<file path="config.mk">
export PLATFORM = sky130hd
export DESIGN_NAME = fp_mul_fsm
export DESIGN_NICKNAME = d
export VERILOG_FILES = /design/src/rtl/fp_mul_fsm.sv
export SDC_FILE = /design/constraint.sdc
export NUM_CORES = 2
export LEC_CHECK = 0
export ABC_CLOCK_PERIOD_IN_PS = 9200
export CORE_MARGIN = 10
export CORE_UTILIZATION = 35
export DETAILED_ROUTE_END_ITERATION = 12
export REMOVE_ABC_BUFFERS = 1
export SETUP_SLACK_MARGIN = 0.1
export SLEW_MARGIN = 20
export SYNTH_ARGS = -nofsm -noshare
export SYNTH_HDL_FRONTEND = slang
export SYNTH_SLANG_ARGS = --single-unit
</file>
<file path="constraint.sdc">
create_clock -name clk -period 9.2 [get_ports clk]
set_input_delay 1.84 -clock clk [delete_from_list [all_inputs] [get_ports clk]]
set_output_delay 1.84 -clock clk [all_outputs]
set_load 0.1 [all_outputs]
</file>
<file path="src/rtl/fp_mul_fsm.sv">
// Multi-cycle floating-point multiplier/squarer: IDLE -> MUL -> NORM -> ROUND -> PACK.
// Denormal operands are treated as zero, and underflowing results are flushed to zero.
module fp_mul_fsm #(
    parameter int unsigned EXP_W  = 8,
    parameter int unsigned MANT_W = 23
) (
    input  logic                          clk,
    input  logic                          rst_n,
    input  logic [1+EXP_W+MANT_W-1:0]     x,
    input  logic [1+EXP_W+MANT_W-1:0]     y,
    input  logic                          mode,
    input  logic                          r_i,
    output logic [1+EXP_W+MANT_W-1:0]     res,
    output logic                          err,
    output logic                          uflow,
    output logic                          busy,
    output logic                          r_o
);

    localparam int unsigned W    = 1 + EXP_W + MANT_W;
    localparam int unsigned SIGW = MANT_W + 1;
    localparam int unsigned P    = 2 * SIGW;
    localparam int unsigned EW2  = EXP_W + 2;
    localparam int unsigned BIAS = (1 << (EXP_W - 1)) - 1;
    localparam logic [EW2-1:0] EXP_MAX = EW2'((1 << EXP_W) - 1);

    typedef enum logic [2:0] {
        IDLE,
        MUL,
        NORM,
        ROUND,
        PACK
    } state_t;

    state_t state_q, state_nx;

    logic [SIGW-1:0]   man_a, man_b;
    logic [EXP_W-1:0]  exp_a, exp_b;
    logic              sign_q, nan_q, zero_q;
    logic [P-1:0]      prod_q;
    logic [SIGW-1:0]   mant_q;
    logic              guard_q, sticky_q;
    logic [EW2-1:0]    exp_q;

    logic [W-1:0]      y_eff;
    logic [P-1:0]      norm;
    logic [EW2-1:0]    exp_sum;
    logic              rnd_up;
    logic [SIGW:0]     rnd_sum;
    logic [SIGW-1:0]   rnd_mant;
    logic [EW2-1:0]    rnd_exp;
    logic [W-1:0]      pack_res;
    logic              pack_err, pack_uflow;

    // State register; busy mirrors the next state so it is registered
    always_ff @(posedge clk or negedge rst_n) begin
        if (!rst_n) begin
            state_q <= IDLE;
            busy    <= 1'b0;
        end else begin
            state_q <= state_nx;
            busy    <= (state_nx != IDLE);
        end
    end

    always_comb begin
        state_nx = state_q;
        case (state_q)
            IDLE:    if (r_i) state_nx = MUL;
            MUL:     state_nx = NORM;
            NORM:    state_nx = ROUND;
            ROUND:   state_nx = PACK;
            PACK:    state_nx = IDLE;
            default: state_nx = IDLE;
        endcase
    end

    // Datapath combinational helpers for each stage
    always_comb begin
        y_eff      = mode ? y : x;
        norm       = prod_q[P-1] ? prod_q : P'(prod_q << 1);
        exp_sum    = EW2'(exp_a) + EW2'(exp_b) - EW2'(BIAS) + EW2'(prod_q[P-1]);
        rnd_up     = guard_q & (sticky_q | mant_q[0]);
        rnd_sum    = (SIGW + 1)'(mant_q) + (SIGW + 1)'(rnd_up);
        rnd_mant   = rnd_sum[SIGW] ? rnd_sum[SIGW:1] : rnd_sum[SIGW-1:0];
        rnd_exp    = exp_q + EW2'(rnd_sum[SIGW]);
        pack_res   = '0;
        pack_err   = 1'b0;
        pack_uflow = 1'b0;
        if (nan_q) begin
            pack_res = {1'b0, {EXP_W{1'b1}}, 1'b1, (MANT_W - 1)'(0)};
            pack_err = 1'b1;
        end else if (zero_q) begin
            pack_res = {sign_q, (W - 1)'(0)};
        end else if ($signed(exp_q) >= $signed(EXP_MAX)) begin
            pack_res = {sign_q, {EXP_W{1'b1}}, MANT_W'(0)};
            pack_err = 1'b1;
        end else if ($signed(exp_q) <= $signed(EW2'(0))) begin
            pack_res   = {sign_q, (W - 1)'(0)};
            pack_uflow = 1'b1;
        end else begin
            pack_res = {sign_q, exp_q[EXP_W-1:0], mant_q[MANT_W-1:0]};
        end
    end

    // Stage registers and result outputs
    always_ff @(posedge clk or negedge rst_n) begin
        if (!rst_n) begin
            man_a    <= '0;
            man_b    <= '0;
            exp_a    <= '0;
            exp_b    <= '0;
            sign_q   <= 1'b0;
            nan_q    <= 1'b0;
            zero_q   <= 1'b0;
            prod_q   <= '0;
            mant_q   <= '0;
            guard_q  <= 1'b0;
            sticky_q <= 1'b0;
            exp_q    <= '0;
            res      <= '0;
            err      <= 1'b0;
            uflow    <= 1'b0;
            r_o      <= 1'b0;
        end else begin
            r_o <= 1'b0;
            case (state_q)
                IDLE: begin
                    if (r_i) begin
                        man_a  <= {1'b1, x[MANT_W-1:0]};
                        man_b  <= {1'b1, y_eff[MANT_W-1:0]};
                        exp_a  <= x[W-2:MANT_W];
                        exp_b  <= y_eff[W-2:MANT_W];
                        sign_q <= x[W-1] ^ y_eff[W-1];
                        nan_q  <= (&x[W-2:MANT_W]) | (&y_eff[W-2:MANT_W]);
                        zero_q <= (~|x[W-2:MANT_W]) | (~|y_eff[W-2:MANT_W]);
                    end
                end
                MUL: prod_q <= P'(man_a) * P'(man_b);
                NORM: begin
                    mant_q   <= norm[P-1 -: SIGW];
                    guard_q  <= norm[P-1-SIGW];
                    sticky_q <= |norm[P-2-SIGW:0];
                    exp_q    <= exp_sum;
                end
                ROUND: begin
                    mant_q <= rnd_mant;
                    exp_q  <= rnd_exp;
                end
                PACK: begin
                    res   <= pack_res;
                    err   <= pack_err;
                    uflow <= pack_uflow;
                    r_o   <= 1'b1;
                end
                default: ;
            endcase
        end
    end

endmodule

</file>
==> summary.md <==
| Metric | Value |
|---|---|
| Run status | finished, final reports clean |
| Yosys reg bits | 189 |
| Overflow after GRT | 0 |
| Bufs on Longest Clock Path | 2 |
| Most used DFF post-synth | dfrtp_1 |
| Async set-or-reset flop fraction in the synthesized netlist | 100% |
| Crit Path Max Fanout | 25 |
| Area growth from synthesis to layout | 9.10% |
| Vias in the first global route | 21600 |
| Clock Sinks | 189 |
| CTS tree | built |
| DR pass1 iterations | 5 |
| CTS root buf | clkbuf_16 |
| Port Buffers | a little over 100 |
| Tmin final | about 7.4 ns |
| Worst skew pair latency | 0.48 ns |
| Worst Slack Setup Final | 1.77 ns |
| Most frequent cells in the layout | 557 x inv_1, 483 x fa_1, 413 x nand2_1 |
| Total global-route track usage | ~16% |
| Worst hold slack | 0.476 ns |
| Chip height | 302 um |
| Final hold vios | 0 |
| Commonest non-fill, non-tap cell in the layout | inv_1 |
| Initial antenna violation count | 1 |
| Synth Cell Area | 27900 sq um |
| Filler cells | roughly 8000 |
| CP arrival | 7.75 ns |
| Worst slew margin | 19.7% |
| Diode count | 0 |
| CTS buffer count | 17 |
| DIE AREA | 91300 sq um |
| MaxCap Viol Count | 0 |
| Crit. End Element | register |
| DP Worst Slack | 1.77 ns |
| Cell Rows | 103 |
| WP data required | 9.52 ns |
| Hpwl dp | about 57 mm |
| I/O pin cnt | 104 |
| Setup Skew | 0.0191 ns |
| Via count | 20300 |
| Worst slew pin tran | 1.20 ns |
| YS warnings | 0 |
| Residual DRC | 0 |
| Final #Nets | between 3000 and 4000 |
| Period utilisation layout | 80.8% |
| Die width | 302 um |
| Final Wtd Congestion | about 0.88 |
| Global-route wire length before repair | 120 mm |
| Antenna-violating nets left | 0 |
| Setup_tns | 0 ns |
| Final core occ | between 30% and 40% |
| Max Clk Rate | 135 MHz |
| Wirelength per Cell | 17.8 um |
| Post-synth EDFFs | 0 |
| H-tree Lvls | 4 |
| Pins Over Slew Limit | 0 |
| Type of origin of the critical path | register |
| Cell count after synthesis | 3032 |
| Hold Path Class | register to register |
| Total core area | 79000 sq um |
| Hold-fix buffers at CTS | 0 |
| Post-CTS sizing | 0 |
| Crit Path Class | register to register |
| DRT iter0 DRCs | 1243 |
| Post-synth cell types | 66 |
| Largest net degree at the start of global routing | between 90 and 100 |
| Post-CTS setup buffer count | 0 |
| Routed Wire Length | 72.5 mm |
| Share of layout cells above drive strength 1 | 4.16% |
| Register area share after synthesis | 17.0% |
| Mean number of vias per cell | 4.98 |
| Synth Area per Inst | between 9 and 10 sq um |
| Final setup fails | 0 |
| Clock Pin Slew Worst Setup and Hold Paths | 0.09 ns |
| Starting Density | around a third |
| RSZ-0062 raised after global routing | false |
[final cells by class]
type | count | area [sq um] | share of cell area [%]
flip-flops and latches | 189 | 4730 | 15.6
clock inverters | 14 | 169 | 0.556
clock buffers | 18 | 429 | 1.41
well taps | 1050 | 1310 | 4.32
repair buffers | 134 | 1260 | 4.15
multi-input cells | 2116 | 20400 | 67.1
inverters | 558 | 2090 | 6.89
[logic make-up (layout without fill, tap and decap cells)]
kind of cell,Yosys count,after routing,synth area share (%)
AO/OA/AOI/OAI,360,360,7.98
XOR/XNOR,62,62,1.95
adder cells (fa/ha/maj),677,677,43.4
buffers and inverters,727,724,9.86
flip-flops,189,189,17.0
multiplexers,93,93,3.51
AND/OR/NAND/NOR,924,924,16.3
[state kept, by name, indices dropped and copies added, names as in the netlist, 3 cells and up]
name and flops:
man_a 24, res 32, exp_q 10, man_b 23, state_q 3, prod_q 48
exp_a 8, mant_q 24, exp_b 8
[stage by stage]
| step | cells | instance area, sq um |
|---|---|---|
| final | 4079 | 30400 |
| after global routing | 4079 | 30400 |
| after CTS | 4079 | 30400 |
| after detailed placement | 4047 | 29800 |
| after global placement | 4047 | 29800 |
| after floorplan | 2863 | 27200 |
[per-layer routing]
layer | global-route usage, % | up-vias | part of all wire (%)
li1 | - | 9331 | -
met1 | 22.3 | 10500 | 45
met2 | 27.4 | 445 | 49
met3 | 2.34 | 75 | 4.7
met4 | 3.36 | 0 | 1.7
met5 | 0 | - | 0
[worst max-delay path, stage by stage, from the launching register on]
cell and delay, ns:
dfrtp_1 1.15, nand2_1 0.21, fa_1 0.59, inv_1 0.05, fa_1 0.48, fa_1 0.59
fa_1 0.46, fa_1 0.46, fa_1 0.51, inv_1 0.06, fa_1 0.47, inv_1 0.04
ha_1 0.36, a21oi_1 0.27, o21ai_0 0.19, or3_1 0.39, a21oi_1 0.23, nor4_1 0.14
nand2b_1 0.19, a21boi_1 0.20, xor2_1 0.17, o21ai_1 0.07
[Yosys cell counts (all sizes together) (7+ instances only)]
| library cell | n | area share, % |
|---|---|---|
| a21o | 30 | 0.81 |
| nor2b | 11 | 0.25 |
| xnor2 | 35 | 1.1 |
| xor2 | 27 | 0.85 |
| nor4 | 12 | 0.27 |
| a31oi | 15 | 0.34 |
| and2 | 295 | 6.6 |
| nand2b | 8 | 0.18 |
| nand2 | 415 | 5.6 |
| fa | 483 | 35 |
| nand4 | 22 | 0.52 |
| mux2 | 38 | 1.5 |
| nand3 | 28 | 0.52 |
| ha | 194 | 8.7 |
| o221ai | 8 | 0.25 |
| dfrtp | 189 | 17 |
| o22ai | 7 | 0.16 |
| inv | 558 | 7.5 |
| mux2i | 55 | 2.0 |
| a22o | 22 | 0.69 |
| o21ai | 114 | 2.1 |
| o21a | 7 | 0.19 |
| clkbuf | 150 | 2.0 |
| nor2 | 85 | 1.1 |
| o21bai | 8 | 0.22 |
| a21oi | 110 | 2.0 |
| buf | 19 | 0.32 |
| nor3 | 17 | 0.39 |
| and3 | 12 | 0.27 |
[final timing paths]
| kind | cells after the start | end | slack (ns) | start |
|---|---|---|---|---|
| min reg2reg | 1 | prod_q[9] | 0.48 | prod_q[9] |
| min in group asynchronous | 1 | exp_a[6] | 1.36 | rst_n |
| max | 21 | prod_q[42] | 1.77 | man_b[15] |
| min | 1 | prod_q[9] | 0.48 | prod_q[9] |
| max reg2reg | 21 | prod_q[42] | 1.77 | man_b[15] |
| max in group asynchronous | 2 | man_a[21] | 6.52 | rst_n |
Power is not shown: default switching activity piles up to over one toggle a cycle in this logic, so the estimate is an artifact.
